File: src/rtl/song_pkg.sv
// Shared definitions for the song note player.
// Purpose : note-word field positions, FSM state encoding, default tone
//           amplitude and small helpers that pull fields out of a note word.
// Ports   : none (package).
package song_pkg;

  // Note word layout
  localparam int END_BIT = 31;
  localparam int HP_MSB  = 23;
  localparam int HP_LSB  = 12;
  localparam int DUR_MSB = 11;
  localparam int DUR_LSB = 0;
  localparam int HP_W    = HP_MSB - HP_LSB + 1;
  localparam int DUR_W   = DUR_MSB - DUR_LSB + 1;

  // State encoding
  localparam logic [1:0] ST_IDLE_ENC  = 2'd0;
  localparam logic [1:0] ST_FETCH_ENC = 2'd1;
  localparam logic [1:0] ST_PLAY_ENC  = 2'd2;

  typedef enum logic [1:0] {
    ST_IDLE  = ST_IDLE_ENC,
    ST_FETCH = ST_FETCH_ENC,
    ST_PLAY  = ST_PLAY_ENC
  } state_e;

  // Magnitude of the square-wave sample
  localparam logic signed [31:0] DEFAULT_AMPLITUDE = 32'sd10000000;

  function automatic logic note_is_end(input logic [31:0] word);
    return word[END_BIT];
  endfunction

  function automatic logic [HP_W-1:0] note_half_period(input logic [31:0] word);
    return word[HP_MSB:HP_LSB];
  endfunction

  function automatic logic [DUR_W-1:0] note_duration(input logic [31:0] word);
    return word[DUR_MSB:DUR_LSB];
  endfunction

endpackage

File: src/rtl/square_tone_gen.sv
// Square-wave tone generator.
// Purpose : keeps the phase counter and phase bit of the current note and
//           turns them into a signed sample. The phase advances only on
//           accepted samples, so backpressure stretches time, not pitch.
// Ports   : clk, reset (async, active-high)
//           load        - restart the waveform at the positive half
//           accept      - one sample was consumed this cycle
//           half_period - samples per half cycle; 0 means silence
//           sample      - signed sample value (combinational from state)
module square_tone_gen
  import song_pkg::*;
#(
  parameter logic signed [31:0] AMPLITUDE = DEFAULT_AMPLITUDE
) (
  input  logic                clk,
  input  logic                reset,
  input  logic                load,
  input  logic                accept,
  input  logic [HP_W-1:0]     half_period,
  output logic signed [31:0]  sample
);

  logic [HP_W-1:0] phase_cnt_r;
  logic [HP_W-1:0] phase_cnt_plus_s;
  logic            phase_r;

  assign phase_cnt_plus_s = phase_cnt_r + HP_W'(1);

  // Phase counter and phase bit; a rest leaves the waveform frozen.
  always_ff @(posedge clk or posedge reset) begin
    if (reset) begin
      phase_cnt_r <= {HP_W{1'b0}};
      phase_r     <= 1'b1;
    end else if (load) begin
      phase_cnt_r <= {HP_W{1'b0}};
      phase_r     <= 1'b1;
    end else if (accept && (half_period != {HP_W{1'b0}})) begin
      if (phase_cnt_plus_s == half_period) begin
        phase_cnt_r <= {HP_W{1'b0}};
        phase_r     <= ~phase_r;
      end else begin
        phase_cnt_r <= phase_cnt_plus_s;
      end
    end
  end

  // Sample value from the registered phase.
  always_comb begin
    sample = 32'sd0;
    if (half_period == {HP_W{1'b0}}) begin
      sample = 32'sd0;
    end else if (phase_r) begin
      sample = AMPLITUDE;
    end else begin
      sample = -AMPLITUDE;
    end
  end

endmodule

File: src/rtl/song_note_player.sv
// Song note player.
// Purpose : walks the song memory one note word at a time and, for each
//           note, pushes duration*TICK_SAMPLES square-wave (or silent)
//           samples into the audio controller through its
//           audio_out_allowed / write_audio_out handshake.
// Ports   : CLOCK_50, reset (async, active-high)
//           start / stop              - playback control pulses
//           mem_address / mem_q       - song memory read port
//           audio_out_allowed         - controller FIFO has room
//           write_audio_out           - sample push strobe
//           left/right_channel_audio_out - identical sample outputs
//           busy                      - not idle
//           done                      - one-cycle pulse on an END word
module song_note_player
  import song_pkg::*;
#(
  parameter int                 ADDR_W       = 8,
  parameter int                 READ_LATENCY = 1,
  parameter int                 TICK_SAMPLES = 480,
  parameter logic signed [31:0] AMPLITUDE    = DEFAULT_AMPLITUDE
) (
  input  logic              CLOCK_50,
  input  logic              reset,
  input  logic              start,
  input  logic              stop,
  output logic [ADDR_W-1:0] mem_address,
  input  logic [31:0]       mem_q,
  input  logic              audio_out_allowed,
  output logic              write_audio_out,
  output logic [31:0]       left_channel_audio_out,
  output logic [31:0]       right_channel_audio_out,
  output logic              busy,
  output logic              done
);

  localparam int TICK_W = $clog2(TICK_SAMPLES + 1);
  localparam int WAIT_W = (READ_LATENCY < 1) ? 1 : $clog2(READ_LATENCY + 1);
  localparam logic [TICK_W-1:0] TICK_LAST = TICK_W'(TICK_SAMPLES);
  localparam logic [WAIT_W-1:0] WAIT_LAST = WAIT_W'(READ_LATENCY);

  state_e              state_r, state_next_s;
  logic [ADDR_W-1:0]   mem_address_r, addr_next_s;
  logic [WAIT_W-1:0]   wait_cnt_r, wait_next_s;
  logic [DUR_W-1:0]    dur_cnt_r, dur_next_s;
  logic [TICK_W-1:0]   tick_cnt_r, tick_next_s;
  logic [TICK_W-1:0]   tick_plus_s;
  logic [HP_W-1:0]     hp_r, hp_next_s;
  logic                done_r, done_next_s;
  logic                load_s;
  logic                accept_s;
  logic signed [31:0]  tone_sample_s;
  logic                unused_reserved_s;

  // Reserved note bits carry no meaning.
  assign unused_reserved_s = ^mem_q[30:24];

  assign accept_s    = (state_r == ST_PLAY) && audio_out_allowed;
  assign tick_plus_s = tick_cnt_r + TICK_W'(1);

  // FSM state register.
  always_ff @(posedge CLOCK_50 or posedge reset) begin
    if (reset) begin
      state_r <= ST_IDLE;
    end else begin
      state_r <= state_next_s;
    end
  end

  // Next-state and datapath next values; stop overrides everything.
  always_comb begin
    state_next_s = state_r;
    addr_next_s  = mem_address_r;
    wait_next_s  = wait_cnt_r;
    dur_next_s   = dur_cnt_r;
    tick_next_s  = tick_cnt_r;
    hp_next_s    = hp_r;
    done_next_s  = 1'b0;
    load_s       = 1'b0;
    if (stop) begin
      state_next_s = ST_IDLE;
    end else begin
      case (state_r)
        ST_IDLE: begin
          if (start) begin
            state_next_s = ST_FETCH;
            addr_next_s  = {ADDR_W{1'b0}};
            wait_next_s  = {WAIT_W{1'b0}};
          end else begin
            state_next_s = ST_IDLE;
          end
        end
        ST_FETCH: begin
          // mem_q is valid READ_LATENCY edges after the address settled
          if (wait_cnt_r == WAIT_LAST) begin
            wait_next_s = {WAIT_W{1'b0}};
            if (note_is_end(mem_q)) begin
              state_next_s = ST_IDLE;
              done_next_s  = 1'b1;
            end else if (note_duration(mem_q) == {DUR_W{1'b0}}) begin
              state_next_s = ST_FETCH;
              addr_next_s  = mem_address_r + ADDR_W'(1);
            end else begin
              state_next_s = ST_PLAY;
              dur_next_s   = note_duration(mem_q);
              tick_next_s  = {TICK_W{1'b0}};
              hp_next_s    = note_half_period(mem_q);
              load_s       = 1'b1;
            end
          end else begin
            wait_next_s = wait_cnt_r + WAIT_W'(1);
          end
        end
        ST_PLAY: begin
          if (audio_out_allowed) begin
            if (tick_plus_s == TICK_LAST) begin
              tick_next_s = {TICK_W{1'b0}};
              dur_next_s  = dur_cnt_r - DUR_W'(1);
              // this accepted sample ends the note
              if (dur_cnt_r == DUR_W'(1)) begin
                state_next_s = ST_FETCH;
                addr_next_s  = mem_address_r + ADDR_W'(1);
                wait_next_s  = {WAIT_W{1'b0}};
              end else begin
                state_next_s = ST_PLAY;
              end
            end else begin
              tick_next_s = tick_plus_s;
            end
          end else begin
            tick_next_s = tick_cnt_r;
          end
        end
        default: begin
          state_next_s = ST_IDLE;
        end
      endcase
    end
  end

  // Datapath registers: address, fetch wait, duration and tick counters.
  always_ff @(posedge CLOCK_50 or posedge reset) begin
    if (reset) begin
      mem_address_r <= {ADDR_W{1'b0}};
      wait_cnt_r    <= {WAIT_W{1'b0}};
      dur_cnt_r     <= {DUR_W{1'b0}};
      tick_cnt_r    <= {TICK_W{1'b0}};
      hp_r          <= {HP_W{1'b0}};
      done_r        <= 1'b0;
    end else begin
      mem_address_r <= addr_next_s;
      wait_cnt_r    <= wait_next_s;
      dur_cnt_r     <= dur_next_s;
      tick_cnt_r    <= tick_next_s;
      hp_r          <= hp_next_s;
      done_r        <= done_next_s;
    end
  end

  square_tone_gen #(
    .AMPLITUDE (AMPLITUDE)
  ) u_tone (
    .clk         (CLOCK_50),
    .reset       (reset),
    .load        (load_s),
    .accept      (accept_s),
    .half_period (hp_r),
    .sample      (tone_sample_s)
  );

  assign mem_address             = mem_address_r;
  assign write_audio_out         = accept_s;
  assign left_channel_audio_out  = (state_r == ST_PLAY) ? tone_sample_s : 32'sd0;
  assign right_channel_audio_out = left_channel_audio_out;
  assign busy                    = (state_r != ST_IDLE);
  assign done                    = done_r;

endmodule

File: config.mk
export PLATFORM = sky130hd
export DESIGN_NAME = song_note_player
export DESIGN_NICKNAME = d
export VERILOG_FILES = /design/src/rtl/song_pkg.sv /design/src/rtl/square_tone_gen.sv /design/src/rtl/song_note_player.sv
export SDC_FILE = /design/constraint.sdc
export NUM_CORES = 1
export LEC_CHECK = 0
export CAP_MARGIN = 20
export CORE_ASPECT_RATIO = 0.7
export CORE_MARGIN = 3
export CORE_UTILIZATION = 45
export CTS_CLUSTER_DIAMETER = 50
export DETAILED_ROUTE_END_ITERATION = 10
export GPL_TIMING_DRIVEN = 0
export PLACE_DENSITY = 0.82
export SYNTH_ARGS = -nofsm -noshare
export SYNTH_HDL_FRONTEND = slang
export SYNTH_SLANG_ARGS = --single-unit
File: constraint.sdc
create_clock -name CLOCK_50 -period 2.65 [get_ports CLOCK_50]
set_input_delay 0.265 -clock CLOCK_50 [delete_from_list [all_inputs] [get_ports CLOCK_50]]
set_output_delay 0.265 -clock CLOCK_50 [all_outputs]
set_load 0.005 [all_outputs]
==> impl_metrics.yaml, run 1 <==
synth:
  syn_area_um2: 4130
  synth_edf_count: 0
  synthFlopType: "dfrtp_1"
  yosysSeqAreaShare_pct: 35.2
  syn_area_per_cell_um2: 8.64
  synth_cell_type_count: 61
  yosys_warnings: 0
  async_flop_share_pct: 100
  ys_ff_latch: 58
  syn_inst: 478
timing:
  setup_tns_ns: 0
  fin_skew_ns: 0.00887
  final_max_slew_viol_count: 0
  period_share_pct: 97.4
  setup_viol: 0
  finalHoldViolations: 0
  min_period_ns: 2.58
  max_clock_freq_mhz: 387
  relSlewSlack_pct: 61.7
  worst_pin_slew_ns: 0.571
  whs_ns: 0.278
job:
  cap_violations: 0
setup_path:
  worst_ep_required_time_ns: 2.38
  arrival_ns: 2.32
  cp-end-kind: "output pin"
  start_kind: "register"
  cp_max_fo: 17
  critPathKind: "register to output pin"
final_layout:
  syn_to_final_growth_pct: 40.0
  utilization_pct: 66.6
  num-fill-cells: 645
  antennaDiodeCount: 0
  final_nets: 646
  layout-drive-gt1-share_pct: 24.0
power:
  seqPwrFrac_pct: 32.9
  swShare_pct: 34.4
  total_power_mw: 4.08
  switchingPower_mw: 1.40
  ir_drop_mv: 0.327
  internal-power_mw: 2.68
  pwr-share-clk_pct: 29.0
  p_comb_share_pct: 38.1
  p_leak_nw: 2.55
  p_per_area_nw_per_um2: 705
die:
  die_x_um: 121
  die_area_um2: 10400
  io-pin-count: 112
  fp-row-count: 28
  initial_core_util_pct: 47.5
  core-area_um2: 8690
  dieHeight_um: 86.2
hold_path:
  hold_class: "input pin to asynchronous set/reset pin"
routing:
  vias: 4140
  drtIter0Drc: 436
  ant_nets: 0
  routedWlPerCell_um: 16.3
  routed_wl_um: 11800
  post-route-drc-count: 0
  first_pass_iters: 6
  viasPerCell: 5.71
clock_network:
  clk_path_buf_depth: 2
  cts_tree: "yes"
  cts_buffers: 9
  cts_max_level: 3
  clock-sinks: 58
  cts-root-buf: "clkbuf_16"
  clk_latency_ns: 0.33
  path_clk_slew_ns: 0.05
  cts_hold_buf: 0
global_route:
  grt_pass1_vias: 3837
  groute.usage.overall_pct: 22.3
  antenna_found_initial: 0
  grt_overflow: 0
  grt_max_degree: 40
  grt_pass1_wl_um: 18900
place:
  hpwl_um: 8320
  gp_congestion: 0.972
  portBuffers: 90
outcome:
  status: "finished, final reports clean"
power groups by stage:
| stage | clock (mW) | combinational (mW) | sequential [mW] |
|---|---|---|---|
| 2_1_floorplan | 0 | 0.906 | 1.26 |
| 4_1_cts | 1.19 | 1.46 | 1.32 |
| 5_1_grt | 1.23 | 1.70 | 1.37 |
| 6_report | 1.18 | 1.56 | 1.34 |
| 3_3_place_gp | 0 | 1.33 | 1.30 |
| 3_5_place_dp | 0 | 1.39 | 1.32 |
cell families after synthesis:
logic type / Yosys count / synth area share [%]
AOI/OAI and AO/OA: 113 / 18.0
xor gates and xnor gates: 15 / 3.18
adders and majority gates: 9 / 2.73
buffers and inverters: 101 / 15.5
DFF: 58 / 35.2
muxes: 13 / 3.51
other: 1 / 0.0908
and+or+nand+nor: 168 / 21.8
metrics by stage:
stage | instance area, um2 | setup slack [ns] | cells
floorplan | 4180 | 0.314 | 491
global placement | 5230 | -0.449 | 701
detailed placement | 5250 | -0.567 | 702
CTS | 5660 | 0.00278 | 722
global route | 5780 | -0.0247 | 725
finish | 5780 | 0.0691 | 725
worst max-delay path, stage by stage (launching register included):
cell	delay, ns
dfrtp_1	0.41
nor4_2	0.47
a31oi_4	0.20
nor2b_4	0.18
buf_12	0.15
buf_4	0.12
clkdlybuf4s50_1	0.46
cell usage after synthesis, drive strengths merged (2+ instances only):
cell type | instances | area share, %
o21a | 2 | 0.36
nor3 | 6 | 0.73
xnor2 | 8 | 1.7
nand3 | 21 | 2.5
and4 | 2 | 0.48
mux2 | 12 | 3.3
a32o | 4 | 0.97
nor2b | 4 | 0.61
or2 | 2 | 0.30
dfrtp | 57 | 35
buf | 73 | 13
o21ai | 33 | 4.0
a21oi | 20 | 2.5
a31oi | 13 | 2.0
inv | 14 | 1.3
clkbuf | 14 | 1.3
nand2 | 51 | 4.6
ha | 9 | 2.7
or4 | 9 | 1.7
nand4 | 5 | 0.76
and3 | 8 | 1.2
o21ba | 2 | 0.48
nor2 | 17 | 1.5
nor4 | 7 | 1.1
o22ai | 7 | 1.1
xor2 | 7 | 1.5
o32ai | 2 | 0.42
or3 | 10 | 1.5
nand2b | 6 | 0.91
o31ai | 4 | 0.73
a22oi | 2 | 0.36
nor3b | 3 | 0.67
a21o | 3 | 0.55
nand3b | 9 | 1.6
a2bb2oi | 10 | 2.1
and2 | 5 | 0.76
metal layers:
metal | up-vias | routed length [um] | GRT usage, %
li1 | 1898 | - | -
met3 | 31 | 1350 | 6.39
met5 | - | 0 | 0
met4 | 0 | 238 | 6.79
met2 | 276 | 5260 | 34.7
met1 | 1935 | 4970 | 30.4
final timing paths:
kind                                           startpoint                    endpoint  slack, ns  cells past startpoint
worst max register to register   dur_cnt_r[1]$_DFFE_PP0P_   dur_cnt_r[10]$_DFFE_PP0P_       0.10                      9
worst max-delay path                  hp_r[3]$_DFFE_PP0P_  right_channel_audio_out[8]       0.07                      6
worst min register to register  tick_cnt_r[7]$_DFFE_PP0P_   tick_cnt_r[7]$_DFFE_PP0P_       0.51                      1
worst min-delay path                                reset  mem_address[2]$_DFFE_PP0P_       0.28                      2
min in group CLOCK_50           tick_cnt_r[7]$_DFFE_PP0P_   tick_cnt_r[7]$_DFFE_PP0P_       0.51                      1
max in group asynchronous                           reset  u_tone.phase_r$_DFFE_PP1P_       1.76                      3
sequential cells by signal, indices dropped and copies added (netlist names), 2 cells and up:
register	cells
tick_cnt_r	9
u_tone.phase_cnt_r	12
state_r	2
mem_address	8
dur_cnt_r	12
hp_r	12
repair_timing:
item                                    4_1_cts  5_1_grt
pin swaps                                     0        2
endpoints found under the setup margin       66       84
setup buffers                                 3        4
cloned                                        1        0
resized for setup                            12       30
endpoints found under the hold margin         0        0
final cells by class:
cell class,instances,area [um2],area share [%]
buffer,86,598,10.3
clock buffer,11,253,4.37
clock inverter,5,52.6,0.909
inverter,14,52.6,0.909
multi-input combinational,333,2230,38.6
sequential,58,1450,25.1
tap,120,150,2.60
timing repair buffer,98,993,17.2
cell usage in the layout (no fill, tap or decap), types with 9 or more instances in the layout:
cell type        netlist  final
a21oi_1               19     19
nand3b_1               9      9
dfrtp_1               57     57
clkbuf_16              0      9
o21ai_0               33     33
buf_4                 64     69
clkdlybuf4s50_1        0     90
conb_1                 1     14
a31oi_1               13     11
mux2_2                12     12
inv_1                 14     12
a2bb2oi_1             10     10
nor2_1                17     16
nand2_1               51     51
nand3_1               21     20
Note: power is estimated with default switching activity, not from simulation.
==> run 2, diff against run 1 <==
--- a/config.mk
+++ b/config.mk
@@ -16,3 +16,4 @@
 export SYNTH_ARGS = -nofsm -noshare
 export SYNTH_HDL_FRONTEND = slang
 export SYNTH_SLANG_ARGS = --single-unit
+export TNS_END_PERCENT = 50
==> impl_metrics.yaml, run 2 (same netlist as run 1, synthesis figures left out) <==
final_layout:
  antennaDiodeCount: 0
  reg_top3: "dur_cnt_r x12, hp_r x12, u_tone.phase_cnt_r x12"
  final_cell_mix: "clkdlybuf4s50_1, buf_4, dfrtp_1"
  final-instance-count-excl-fill: 724
  final_nets: 645
  layout_commonest_cell: "clkdlybuf4s50_1"
  syn_to_final_growth_pct: 39.6
  fin_area_um2: 5760
  layout-drive-gt1-share_pct: 23.2
setup_path:
  cp_num_buf_inv: 2
  crit_chain: "inv_1 -> ha_1 -> inv_1 -> or3_1 -> or3_4 -> or3_1 -> or3_1 -> a21oi_1 -> a2bb2oi_1"
  worst_ep_required_time_ns: 2.90
  r2r_end: "dur_cnt_r[10]$_DFFE_PP0P_"
  cp-end-kind: "register"
  arrival_ns: 2.82
  cp_max_fo: 5
  startpoint: "dur_cnt_r[0]$_DFFE_PP0P_"
  cp_slowest_cell: "dfrtp_1"
  cp_num_cells: 9
  crit_top_cell: "or3_1"
  r2r_cells: 9
  crit_family: "simple AND/OR/NAND/NOR gates"
  cpPeakStageDelay_ns: 0.42
  r2r-start: "dur_cnt_r[0]$_DFFE_PP0P_"
  r2r_slack_ns: 0.08
  crit_path_end: "dur_cnt_r[10]$_DFFE_PP0P_"
  start_kind: "register"
  critPathKind: "register to register"
global_route:
  groute.usage.overall_pct: 22.3
  grt_pass1_vias: 3837
  antenna_found_initial: 0
  grt_overflow: 0
  grt_max_degree: 40
  grt_pass1_wl_um: 18900
clock_network:
  cts_max_level: 3
  path_clk_slew_ns: 0.05
  cts_buffers: 9
  clk_path_buf_depth: 2
  clock-sinks: 58
  cts-root-buf: "clkbuf_16"
  clk_latency_ns: 0.33
  cts_tree: "yes"
  cts_hold_buf: 0
die:
  fp-row-count: 28
  core-area_um2: 8690
  io-pin-count: 112
  die_x_um: 121
  initial_core_util_pct: 47.5
  die_area_um2: 10400
  dieHeight_um: 86.2
place:
  portBuffers: 90
  dp.cells: 702
  placed_area_um2: 5250
  hpwl_um: 8320
  gp_congestion: 0.972
  preCtsSetupSlack_ns: -0.567
hold_path:
  hold_class: "input pin to asynchronous set/reset pin"
timing:
  period_share_pct: 97.0
  relSlewSlack_pct: 60.8
  setup_viol: 0
  finalHoldViolations: 0
  fin_skew_ns: 0.00877
  final_max_slew_viol_count: 0
  worst_pin_slew_ns: 0.583
  max_clock_freq_mhz: 389
  timing.final.ws_setup_ns: 0.0798
  min_period_ns: 2.57
  rsz0062_at_grt: "yes"
routing:
  vias: 4096
  first_pass_iters: 5
  drtIter0Drc: 464
  viasPerCell: 5.66
  routed_wl_um: 11700
  routedWlPerCell_um: 16.1
  ant_nets: 0
  post-route-drc-count: 0
job:
  cap_violations: 0
power:
  p_per_area_nw_per_um2: 703
  ir_drop_mv: 0.323
  p_leak_nw: 2.54
outcome:
  status: "finished, final reports clean"
## run 2: cell count changes in the layout (fill, tap and decap cells not counted), sizes merged
| cell | before | now |
|---|---|---|
| buf | 80 | 79 |
## run 2: where the power goes
| part | internal [mW] | switching [mW] | total [mW] |
|---|---|---|---|
| Clock | 0.772 | 0.408 | 1.18 |
| Sequential | 1.09 | 0.251 | 1.34 |
| Combinational | 0.801 | 0.728 | 1.53 |
| Total | 2.66 | 1.39 | 4.05 |
## run 2: worst min path at each step
| stage | startpoint | endpoint | slack [ns] |
|---|---|---|---|
| finish | reset | mem_address[2]$_DFFE_PP0P_ | 0.28 |
| global route | reset | mem_address[2]$_DFFE_PP0P_ | 0.31 |
| CTS | reset | mem_address[2]$_DFFE_PP0P_ | 0.29 |
| detailed placement | tick_cnt_r[7]$_DFFE_PP0P_ | tick_cnt_r[7]$_DFFE_PP0P_ | 0.49 |
| global placement | tick_cnt_r[7]$_DFFE_PP0P_ | tick_cnt_r[7]$_DFFE_PP0P_ | 0.47 |
| floorplan | stop | done$_DFF_PP0_ | 0.33 |
## run 2: per-stage QoR
step | setup TNS (ns) | total power, mW | hold WS (ns) | utilization [%]
6_report | 0 | 4.05 | 0.275 | 66.3
4_1_cts | 0 | 3.97 | 0.290 | 65.1
3_5_place_dp | -22.77 | 2.71 | 0.486 | 60.5
3_3_place_gp | -24.88 | 2.63 | 0.473 | 60.2
2_1_floorplan | 0 | 2.17 | 0.335 | -
5_1_grt | -0.396 | 4.27 | 0.312 | 66.3
## run 2: final cells by class
class | count | area, um2
repair buffers | 97 | 986
plain buffers | 86 | 599
inverters | 14 | 52.6
fillers | 644 | 2920
multi-input cells | 333 | 2220
clock inverters | 5 | 52.6
well taps | 120 | 150
clock buffers | 11 | 253
flip-flops and latches | 58 | 1450
## run 2: what timing repair did
item | in CTS | in global routing
pin swaps | 0 | 2
endpoints found under the setup margin | 66 | 84
gates cloned | 1 | 0
buffers inserted | 3 | 3
resized for setup | 12 | 27
## run 2: metal layers
metal	vias to the layer above	track usage (%)	share of wire (%)
li1	1891	-	-
met1	1898	30.4	42
met2	276	34.7	45
met4	0	6.79	2.0
met5	-	0	0
met3	31	6.39	12
